### config.mk
export PLATFORM = sky130hd
export DESIGN_NAME = mem_test_master_flat
export DESIGN_NICKNAME = d
export VERILOG_FILES = /design/src/rtl/mem_test_master_if.sv /design/src/rtl/mem_test_master.sv /design/src/flat_wrapper.sv
export SDC_FILE = /design/constraint.sdc
export NUM_CORES = 1
export LEC_CHECK = 0
export BUFFER_PORTS_ARGS = -buffer_cell sky130_fd_sc_hd__buf_2
export CAP_MARGIN = 20
export CORE_UTILIZATION = 58
export DETAILED_ROUTE_END_ITERATION = 8
export GPL_TIMING_DRIVEN = 0
export PLACE_DENSITY = 0.81
export SLEW_MARGIN = 20
export SYNTH_ARGS = -nofsm -noshare
export SYNTH_HDL_FRONTEND = slang
export SYNTH_SLANG_ARGS = --single-unit
### constraint.sdc
create_clock -name clk -period 4.15 [get_ports clk]
set_input_delay 0.2075 -clock clk [delete_from_list [all_inputs] [get_ports clk]]
set_output_delay 0.2075 -clock clk [all_outputs]
set_load 0.01 [all_outputs]
### src/rtl/mem_test_master_if.sv
// Avalon-MM single-word bus between mem_test_master and a word-addressed memory slave.
interface mem_test_master_if #(
  parameter int unsigned ADDR_W = 10,
  parameter int unsigned DATA_W = 32
);
  logic [ADDR_W-1:0]   avm_address;
  logic                avm_read;
  logic                avm_write;
  logic [DATA_W-1:0]   avm_writedata;
  logic [DATA_W/8-1:0] avm_byteenable;
  logic                avm_waitrequest;
  logic [DATA_W-1:0]   avm_readdata;
  logic                avm_readdatavalid;

  modport master (
    output avm_address, avm_read, avm_write, avm_writedata, avm_byteenable,
    input  avm_waitrequest, avm_readdata, avm_readdatavalid
  );

  modport slave (
    input  avm_address, avm_read, avm_write, avm_writedata, avm_byteenable,
    output avm_waitrequest, avm_readdata, avm_readdatavalid
  );
endinterface

### src/rtl/mem_test_master.sv
// Avalon-MM master that fills a memory with seed+i, or reads it back with
// pipelined reads and counts words that differ from that pattern.
module mem_test_master #(
  parameter int unsigned ADDR_W      = 10,
  parameter int unsigned DATA_W      = 32,
  parameter int unsigned MAX_PENDING = 4
) (
  input  logic              clk,
  input  logic              reset,
  input  logic              start,
  input  logic              mode,
  input  logic [ADDR_W-1:0] base_addr,
  input  logic [ADDR_W:0]   word_count,
  input  logic [DATA_W-1:0] seed,
  output logic              busy,
  output logic              done,
  output logic [15:0]       err_count,
  output logic [ADDR_W-1:0] first_err_addr,
  mem_test_master_if.master avm
);
  localparam int unsigned CNT_W  = ADDR_W + 1;
  localparam int unsigned PEND_W = $clog2(MAX_PENDING + 1);

  typedef enum logic [1:0] {S_IDLE, S_WR, S_RD, S_FIN} state_t;
  state_t state_q, state_d;

  logic [ADDR_W-1:0] base_q, base_d;
  logic [CNT_W-1:0]  count_q, count_d;
  logic [DATA_W-1:0] seed_q, seed_d;
  logic [CNT_W-1:0]  idx_q, idx_d;   // words written, or reads issued
  logic [CNT_W-1:0]  rsp_q, rsp_d;   // read responses checked
  logic [PEND_W-1:0] pend_q, pend_d;
  logic              busy_d, done_d, read_d, write_d;
  logic [15:0]       err_d;
  logic [ADDR_W-1:0] first_d, addr_d;
  logic [DATA_W-1:0] wdata_d;

  logic              wr_acc_c, rd_acc_c, rsp_c, miss_c;
  logic [CNT_W-1:0]  idx_inc_c, rsp_inc_c;

  assign wr_acc_c  = (state_q == S_WR) && avm.avm_write && !avm.avm_waitrequest;
  assign rd_acc_c  = (state_q == S_RD) && avm.avm_read && !avm.avm_waitrequest;
  assign rsp_c     = (state_q == S_RD) && avm.avm_readdatavalid;
  assign idx_inc_c = idx_q + CNT_W'(1);
  assign rsp_inc_c = rsp_q + CNT_W'(1);
  assign miss_c    = rsp_c && (avm.avm_readdata != (seed_q + DATA_W'(rsp_q)));

  assign avm.avm_byteenable = '1;

  always_ff @(posedge clk) begin
    if (reset) state_q <= S_IDLE;
    else       state_q <= state_d;
  end

  always_comb begin
    state_d = state_q;
    case (state_q)
      S_IDLE: if (start) begin
        if (word_count == '0) state_d = S_FIN;
        else if (mode)        state_d = S_RD;
        else                  state_d = S_WR;
      end
      S_WR:  if (wr_acc_c && (idx_inc_c == count_q)) state_d = S_FIN;
      S_RD:  if (rsp_c && (rsp_inc_c == count_q))    state_d = S_FIN;
      S_FIN: state_d = S_IDLE;
      default: state_d = S_IDLE;
    endcase
  end

  // Next values of every registered output and counter.
  always_comb begin
    base_d  = base_q;
    count_d = count_q;
    seed_d  = seed_q;
    idx_d   = idx_q;
    rsp_d   = rsp_q;
    pend_d  = pend_q;
    err_d   = err_count;
    first_d = first_err_addr;
    addr_d  = avm.avm_address;
    wdata_d = avm.avm_writedata;
    case (state_q)
      S_IDLE: if (start) begin
        base_d  = base_addr;
        count_d = word_count;
        seed_d  = seed;
        idx_d   = '0;
        rsp_d   = '0;
        pend_d  = '0;
        err_d   = '0;
        first_d = '0;
        addr_d  = base_addr;
        wdata_d = seed;
      end
      S_WR: if (wr_acc_c) begin
        idx_d   = idx_inc_c;
        addr_d  = base_q + ADDR_W'(idx_inc_c);
        wdata_d = seed_q + DATA_W'(idx_inc_c);
      end
      S_RD: begin
        if (rd_acc_c) begin
          idx_d  = idx_inc_c;
          addr_d = base_q + ADDR_W'(idx_inc_c);
        end
        if (rsp_c) rsp_d = rsp_inc_c;
        pend_d = pend_q + PEND_W'(rd_acc_c) - PEND_W'(rsp_c);
        if (miss_c) begin
          if (err_count != 16'hFFFF) err_d = err_count + 16'd1;
          if (err_count == 16'd0)    first_d = base_q + ADDR_W'(rsp_q);
        end
      end
      default: ;
    endcase
    busy_d  = (state_d == S_WR) || (state_d == S_RD);
    done_d  = (state_d == S_FIN);
    write_d = (state_d == S_WR);
    // Throttle on the post-edge pending count so a stalled request never drops.
    read_d  = (state_d == S_RD) && (idx_d < count_d) && (pend_d < PEND_W'(MAX_PENDING));
  end

  always_ff @(posedge clk) begin
    if (reset) begin
      base_q            <= '0;
      count_q           <= '0;
      seed_q            <= '0;
      idx_q             <= '0;
      rsp_q             <= '0;
      pend_q            <= '0;
      busy              <= 1'b0;
      done              <= 1'b0;
      err_count         <= '0;
      first_err_addr    <= '0;
      avm.avm_address   <= '0;
      avm.avm_writedata <= '0;
      avm.avm_read      <= 1'b0;
      avm.avm_write     <= 1'b0;
    end else begin
      base_q            <= base_d;
      count_q           <= count_d;
      seed_q            <= seed_d;
      idx_q             <= idx_d;
      rsp_q             <= rsp_d;
      pend_q            <= pend_d;
      busy              <= busy_d;
      done              <= done_d;
      err_count         <= err_d;
      first_err_addr    <= first_d;
      avm.avm_address   <= addr_d;
      avm.avm_writedata <= wdata_d;
      avm.avm_read      <= read_d;
      avm.avm_write     <= write_d;
    end
  end
endmodule

### src/flat_wrapper.sv
// flat-port wrapper written by rule: the top's interface ports become plain ports
module mem_test_master_flat 
#(
  parameter int unsigned ADDR_W      = 10,
  parameter int unsigned DATA_W      = 32,
  parameter int unsigned MAX_PENDING = 4
)
  (clk, reset, start, mode, base_addr, word_count, seed, busy, done, err_count, first_err_addr, avm_avm_address, avm_avm_read, avm_avm_write, avm_avm_writedata, avm_avm_byteenable, avm_avm_waitrequest, avm_avm_readdata, avm_avm_readdatavalid);
  mem_test_master_if #(.ADDR_W(ADDR_W), .DATA_W(DATA_W)) avm_i ();
  input  logic clk;
  input  logic reset;
  input  logic start;
  input  logic mode;
  input  logic [ADDR_W-1:0] base_addr;
  input  logic [ADDR_W:0] word_count;
  input  logic [DATA_W-1:0] seed;
  output logic busy;
  output logic done;
  output logic [15:0] err_count;
  output logic [ADDR_W-1:0] first_err_addr;
  output wire logic [$bits(avm_i.avm_address)-1:0] avm_avm_address;
  output wire logic [$bits(avm_i.avm_read)-1:0] avm_avm_read;
  output wire logic [$bits(avm_i.avm_write)-1:0] avm_avm_write;
  output wire logic [$bits(avm_i.avm_writedata)-1:0] avm_avm_writedata;
  output wire logic [$bits(avm_i.avm_byteenable)-1:0] avm_avm_byteenable;
  input wire logic [$bits(avm_i.avm_waitrequest)-1:0] avm_avm_waitrequest;
  input wire logic [$bits(avm_i.avm_readdata)-1:0] avm_avm_readdata;
  input wire logic [$bits(avm_i.avm_readdatavalid)-1:0] avm_avm_readdatavalid;
  assign avm_avm_address = avm_i.avm_address;
  assign avm_avm_read = avm_i.avm_read;
  assign avm_avm_write = avm_i.avm_write;
  assign avm_avm_writedata = avm_i.avm_writedata;
  assign avm_avm_byteenable = avm_i.avm_byteenable;
  assign avm_i.avm_waitrequest = avm_avm_waitrequest;
  assign avm_i.avm_readdata = avm_avm_readdata;
  assign avm_i.avm_readdatavalid = avm_avm_readdatavalid;
  mem_test_master #(.ADDR_W(ADDR_W), .DATA_W(DATA_W), .MAX_PENDING(MAX_PENDING)) u_core (.clk(clk), .reset(reset), .start(start), .mode(mode), .base_addr(base_addr), .word_count(word_count), .seed(seed), .busy(busy), .done(done), .err_count(err_count), .first_err_addr(first_err_addr), .avm(avm_i));
endmodule
==> flow_summary_export.csv, run 1 <==
group,metric,value,unit
cells_and_area,nets,1669,
timing,worst_pin_slew,807,ps
timing,hold_viol,0,
power_and_ir_drop,comb_power_share,33.5,%
floorplan,rows,48,
cells_and_area,syn_to_final_growth,17.2,%
synthesis,syn-cell-area,10500,µm²
timing,rsz0062_at_grt,"no",
global_routing,globalRouteTotalUtil,37.6,%
route,drt_iter0_markers,1142,
synthesis,ys_types,82,
timing,setup_viol,0,
route,wl_per_cell,19.9,µm
floorplan,die_area,18700,µm²
clock_network,clk_path_buf_depth,2,
floorplan,ioPinCount,167,
floorplan,die_w,137,µm
global_routing,grt_pass1_wl,53600,µm
worst_setup_path,reg2reg_slack,160,ps
worst_hold_path,hold_end,"u_core.base_q[4]$_SDFFE_PP0P_",
worst_setup_path,crit_type,"reg -> reg",
timing,slew_violations,0,
worst_setup_path,end_kind,"flop",
synthesis,ys_warn_count,0,
worst_setup_path,arrival,4340,ps
floorplan,initial_core_util,60.1,%
floorplan,core,17500,µm²
worst_setup_path,r2r_end,"u_core.avm.avm_writedata[23]$_SDFFE_PP0P_",
floorplan,fp.dieH,137,µm
worst_setup_path,ff2ff_path_depth,14,
timing,skew,10.0,ps
route,post-route-drc-count,0,
power_and_ir_drop,power_per_cell_area,429,nW/µm²
timing,final.min_clock_period,3990,ps
power_and_ir_drop,vdd_drop_max,0.330,mV
placed_design,dp.cells,1712,
route,ant_nets,0,
clock_network,clock-root-buffer,"clkbuf_16",
synthesis,avgSynthCellArea,7.96,µm²
clock_network,clk_pin_slew,60,ps
cells_and_area,final_cells,1747,
placed_design,gp_congestion,1.02,
power_and_ir_drop,p_leak,0.00538,µW
power_and_ir_drop,power.total,5290,µW
clock_network,clkLatencyLatePin,430,ps
clock_network,htreeDepth,4,
global_routing,overflow,0,
power_and_ir_drop,p_switching,1950,µW
synthesis,synth_cells,1323,
outcome,status,"complete, no violations",
placed_design,post-dp-hpwl,26300,µm
worst_hold_path,hp-start,"base_addr[4]",
worst_hold_path,min_path_type,"in -> reg",
clock_network,postCtsHoldBufs,0,
global_routing,first_global_vias,10100,
route,vias_per_cell,6.29,
cells_and_area,nFillCells,1455,
flow_run,drv_cap,0,
route,drt_first_pass_iters,7,
synthesis,ys.flop_type,"dfxtp_1",
power_and_ir_drop,p_int,3340,µW
cells_and_area,drive_gt1_share,16.6,%
clock_network,cts.sink_count,152,
synthesis,synth_seq_cells,152,
worst_setup_path,timing.rr.start,"u_core.idx_q[0]$_SDFF_PP0_",
timing,fmax,0.251,GHz
power_and_ir_drop,share_seq_of_total_power,34.7,%
worst_setup_path,crit_path_start_kind,"flop",
global_routing,grt_antenna_before_repair,0,
worst_setup_path,crit_fanout,10,
power_and_ir_drop,p_clk_share,31.8,%
clock_network,cts_tree,"yes",
worst_setup_path,cp.required,4500,ps
global_routing,grt_max_degree,17,
synthesis,seq_area_frac_synth,28.9,%
route,vias,11000,
cells_and_area,antenna_cells,0,
timing,period_share,96.1,%
synthesis,synth-edff-count,0,
synthesis,ys_async_sr_fraction,0,%
route,wirelength,34700,µm
timing,setup-tns-final,0,ps
placed_design,io_buffers,161,
clock_network,cts_buffers,17,
timing,relSlewSlack,46.2,%
worst_hold_path,hold_depth,3,
power_and_ir_drop,p_sw_share,36.8,%
[placed cells by master (no fill, tap or decap), types with 7 or more instances in the layout]
cell / n
inv_1: 37
buf_4: 10
nor4_1: 9
clkbuf_16: 17
xnor2_1: 87
dfxtp_1: 152
a21oi_1: 110
nand2b_1: 7
o41ai_1: 12
nor3_1: 18
xor2_1: 38
nor2b_1: 9
nand2_1: 177
ha_1: 64
o211ai_1: 17
clkbuf_1: 51
nor2_1: 109
and2_1: 17
a211oi_1: 28
a21o_1: 22
nand4_1: 14
o21ai_0: 57
nand3_1: 46
o21bai_1: 7
mux2i_1: 40
buf_2: 178
a221oi_1: 7
and3_1: 23
and4_1: 12
[stage by stage]
step / utilization [%] / hold WS (ps) / worst slack [ps] / area [µm²]
floorplan: - / 343 / 760 / 10500
global placement: 66.3 / 437 / 60.1 / 11600
detailed placement: 66.3 / 443 / 8.35 / 11600
CTS: 70.1 / 31.8 / 37.4 / 12300
global route: 70.4 / 38.1 / 18.9 / 12300
finish: 70.4 / 34.5 / 162 / 12300
[power by group through the flow]
stage                     logic, µW  clock network (µW)  registers [µW]
after floorplan                1120                   0            1860
after global placement         1680                   0            1850
after detailed placement       1710                   0            1850
after CTS                      1730                1680            1830
after global routing           1920                1740            1850
final                          1770                1680            1840
[cell families (layout without fill, tap and decap cells)]
| group | after synthesis | count (layout) | share of synthesized area, % |
|---|---|---|---|
| xor+xnor | 126 | 126 | 10.5 |
| buf+inv | 123 | 319 | 5.20 |
| mux | 41 | 41 | 3.91 |
| other cells | 1 | 4 | 0.0356 |
| compound gates | 335 | 335 | 21.0 |
| simple gates | 475 | 475 | 21.9 |
| flops | 152 | 152 | 28.9 |
| fa+ha+maj | 70 | 70 | 8.65 |
[timing repair]
item | 4_1_cts | 5_1_grt
resized for setup | 2 | 6
setup buffers | 0 | 3
endpoints found under the setup margin | 19 | 42
pin swaps | 0 | 2
[metal layers]
layer | GRT usage, % | part of all wire [%] | vias to the layer above | wire length, µm
met5 | 0 | 0 | - | 0
met4 | 17.3 | 4.2 | 0 | 1470
met3 | 8.00 | 11 | 126 | 3820
met2 | 56.3 | 43 | 682 | 15000
met1 | 51.4 | 42 | 5090 | 14500
li1 | - | - | 5093 | -
[final cells by class]
type / instances / area (µm²) / share of cell area [%]
flip-flops and latches: 152 / 3040 / 24.7
well taps: 225 / 282 / 2.28
clock inverters: 14 / 196 / 1.59
inverters: 38 / 143 / 1.16
plain buffers: 85 / 407 / 3.30
clock buffers: 18 / 439 / 3.56
multi-input cells: 1051 / 7000 / 56.7
repair buffers: 164 / 828 / 6.71
[worst max-delay path by stage]
stage / from / endpoint
2_1_floorplan: u_core.rsp_q[0]$_SDFFE_PP0P_ / u_core.first_err_addr[0]$_SDFFE_PP0P_
4_1_cts: u_core.idx_q[1]$_SDFF_PP0_ / u_core.avm.avm_writedata[26]$_SDFFE_PP0P_
3_3_place_gp: u_core.rsp_q[0]$_SDFFE_PP0P_ / u_core.first_err_addr[8]$_SDFFE_PP0P_
6_report: u_core.idx_q[0]$_SDFF_PP0_ / u_core.avm.avm_writedata[23]$_SDFFE_PP0P_
3_5_place_dp: u_core.rsp_q[0]$_SDFFE_PP0P_ / u_core.first_err_addr[8]$_SDFFE_PP0P_
5_1_grt: u_core.rsp_q[0]$_SDFFE_PP0P_ / u_core.err_count[12]$_SDFFE_PP0P_
[worst max-delay path, cell delays in order, from the launching register on]
cell and delay (ps):
dfxtp_1 340, clkbuf_1 320, nand3_1 140, xor2_1 390, inv_1 210, ha_1 370, or2_2 160, o31ai_1 110
or3_1 410, a31oi_1 290, clkbuf_2 350, nand3_1 130, xnor2_1 360, o21ai_0 180, a21oi_1 160
[synthesized netlist by cell type (all sizes together) (13+ instances only)]
master,count,share of area (%)
a21o,22,1.6
a211oi,30,2.2
nor4,13,1.1
buf,33,2.0
inv,37,1.3
and3,24,1.4
o211ai,18,1.3
and2,17,1.0
nor2,109,3.9
nand3,47,2.4
a21oi,111,5.3
xnor2,87,7.2
dfxtp,152,29
clkbuf,52,1.9
o21ai,60,2.9
mux2i,40,3.8
nor3,18,0.86
nand4,16,1.2
nand2,177,6.3
ha,64,7.6
xor2,39,3.2
[flip-flops by register name, indices dropped and copies added (netlist names), 10 cells and up]
register	count
u_core.avm.avm_writedata	32
u_core.seed_q	32
u_core.err_count	16
u_core.count_q	11
u_core.idx_q	11
u_core.rsp_q	11
u_core.avm.avm_address	10
u_core.base_q	10
u_core.first_err_addr	10
Power figures use the tool's default switching activity.
==> inputs of run 2 (changes only) <==
- CORE_MARGIN: unset -> 1
- PLACE_DENSITY: 0.81 -> 0.83
==> flow_summary_export.csv, run 2 (synthesis gave the netlist of run 1 again) <==
group,metric,value,unit
power_and_ir_drop,power_per_cell_area,429,nW/µm²
flow_run,drv_cap,0,
timing,setup_viol,0,
power_and_ir_drop,comb_power_share,33.5,%
global_routing,overflow,0,
route,ant_nets,0,
timing,worst_pin_slew,791,ps
floorplan,ioPinCount,167,
worst_hold_path,min_path_type,"in -> reg",
timing,final.min_clock_period,3990,ps
power_and_ir_drop,p_switching,1960,µW
cells_and_area,syn_to_final_growth,16.9,%
clock_network,clk_path_buf_depth,2,
power_and_ir_drop,vdd_drop_max,0.452,mV
floorplan,fp.dieH,137,µm
worst_hold_path,hold_end,"u_core.seed_q[13]$_SDFFE_PP0P_",
timing,rsz0062_at_grt,"no",
clock_network,cts.sink_count,152,
floorplan,rows,48,
cells_and_area,antenna_cells,0,
placed_design,io_buffers,161,
global_routing,grt_antenna_before_repair,0,
route,drt_first_pass_iters,8,
floorplan,core,17500,µm²
outcome,status,"complete, no violations",
worst_setup_path,cp.required,4470,ps
timing,setup-tns-final,0,ps
route,vias,10900,
worst_setup_path,crit_fanout,10,
floorplan,die_area,18700,µm²
power_and_ir_drop,p_clk_share,31.7,%
worst_setup_path,ff2ff_path_depth,13,
clock_network,clk_pin_slew,60,ps
cells_and_area,reg_top3,"u_core.avm.avm_writedata x32, u_core.seed_q x32, u_core.err_count x16",
worst_hold_path,hold_depth,3,
worst_hold_path,hp-start,"seed[13]",
cells_and_area,mostFrequentLayoutCell,"buf_2",
clock_network,htreeDepth,4,
floorplan,initial_core_util,60.1,%
clock_network,cts_tree,"yes",
worst_setup_path,r2r_end,"u_core.err_count[7]$_SDFFE_PP0P_",
clock_network,cts_buffers,17,
power_and_ir_drop,p_leak,0.00539,µW
placed_design,post-dp-hpwl,26300,µm
worst_setup_path,reg2reg_slack,160,ps
global_routing,globalRouteTotalUtil,37.1,%
timing,slew_violations,0,
clock_network,clkLatencyLatePin,430,ps
worst_setup_path,crit_path_start_kind,"flop",
route,wirelength,34400,µm
global_routing,first_global_vias,9880,
route,wl_per_cell,19.7,µm
clock_network,clock-root-buffer,"clkbuf_16",
cells_and_area,nets,1669,
worst_setup_path,arrival,4310,ps
power_and_ir_drop,p_sw_share,37.1,%
worst_setup_path,end_kind,"flop",
worst_setup_path,crit_type,"reg -> reg",
timing,skew,15.1,ps
timing,fmax,0.251,GHz
power_and_ir_drop,share_seq_of_total_power,34.8,%
route,vias_per_cell,6.23,
power_and_ir_drop,p_int,3320,µW
timing,period_share,96.1,%
cells_and_area,final_cell_mix,"buf_2, nand2_1, dfxtp_1",
cells_and_area,final_util,70.2,%
timing,hold_viol,0,
route,drt_iter0_markers,1187,
route,post-route-drc-count,0,
placed_design,gp_congestion,0.992,
global_routing,grt_pass1_wl,52700,µm
cells_and_area,drive_gt1_share,16.5,%
global_routing,grt_max_degree,17,
timing,relSlewSlack,47.2,%
worst_setup_path,timing.rr.start,"u_core.rsp_q[0]$_SDFFE_PP0P_",
floorplan,die_w,137,µm
[run 2: cell count changes in the layout (fill, tap and decap cells not counted)]
cell and change:
bufinv_16 -1, clkbuf_8 +2, clkinv_4 -3, clkinvlp_4 -2, inv_8 +3, o311ai_2 +1
o311ai_4 -1, xor2_1 +1, xor2_2 -1
[run 2: routing by layer]
layer | vias up | track usage, % | wire [µm]
met5 | - | 0 | 0
li1 | 5105 | - | -
met1 | 5015 | 48.7 | 14300
met2 | 649 | 56.7 | 15000
met4 | 0 | 15.2 | 1300
met3 | 102 | 10.5 | 3810
[run 2: per-stage QoR]
stage	instance area, µm²	power (µW)	hold slack, ps	setup slack (ps)	instances
after global placement	11600	3530	440	75.5	1712
final	12300	5280	22.7	160	1746
after CTS	12300	5230	25.5	10.7	1743
after detailed placement	11600	3570	441	5.15	1712
after floorplan	10500	2980	343	760	1326
after global routing	12300	5500	35.8	2.43	1746
[run 2: power groups by stage]
stage | sequential (µW) | clock [µW] | combinational [µW]
final | 1830 | 1670 | 1770
after global routing | 1850 | 1730 | 1920
after CTS | 1830 | 1670 | 1740
after detailed placement | 1860 | 0 | 1720
after global placement | 1850 | 0 | 1680
after floorplan | 1860 | 0 | 1120
[run 2: layout make-up]
type / instances / area (µm²)
Buffer: 85 / 407
Fill cell: 1426 / 5220
Sequential cell: 152 / 3040
Multi-Input combinational cell: 1051 / 6990
Inverter: 38 / 143
Timing Repair Buffer: 164 / 828
Clock buffer: 20 / 467
Clock inverter: 11 / 159
Tap cell: 225 / 282
[run 2: what timing repair did]
item / 4_1_cts / 5_1_grt
gates cloned: 0 / 0
buffers inserted: 0 / 3
setup endpoints to repair: 1 / 32
hold buffers: 0 / 0
pin swaps: 0 / 2
resized for setup: 1 / 5
endpoints found under the hold margin: 0 / 0
[run 2: worst max path at each step]
stage / start / to / slack, ps / depth (start not counted)
after global routing: u_core.idx_q[1]$_SDFF_PP0_ / u_core.avm.avm_writedata[26]$_SDFFE_PP0P_ / 2 / 13
final: u_core.rsp_q[0]$_SDFFE_PP0P_ / u_core.err_count[7]$_SDFFE_PP0P_ / 160 / 13
after CTS: u_core.rsp_q[0]$_SDFFE_PP0P_ / u_core.first_err_addr[9]$_SDFFE_PP0P_ / 10 / 12
after detailed placement: u_core.idx_q[1]$_SDFF_PP0_ / u_core.avm.avm_writedata[26]$_SDFFE_PP0P_ / 5 / 12
after floorplan: u_core.rsp_q[0]$_SDFFE_PP0P_ / u_core.first_err_addr[0]$_SDFFE_PP0P_ / 760 / 12
after global placement: u_core.idx_q[1]$_SDFF_PP0_ / u_core.avm.avm_writedata[26]$_SDFFE_PP0P_ / 80 / 12
[run 2: critical path, stage by stage (launching register included)]
cell and delay, ps:
dfxtp_1 420, ha_1 300, fa_1 440, a21oi_1 210, o211ai_2 150, o41ai_1 520, xnor2_1 180, o2111ai_1 130
or4_1 540, nor4_4 430, buf_6 210, buf_12 130, o211ai_1 110, o41ai_1 110
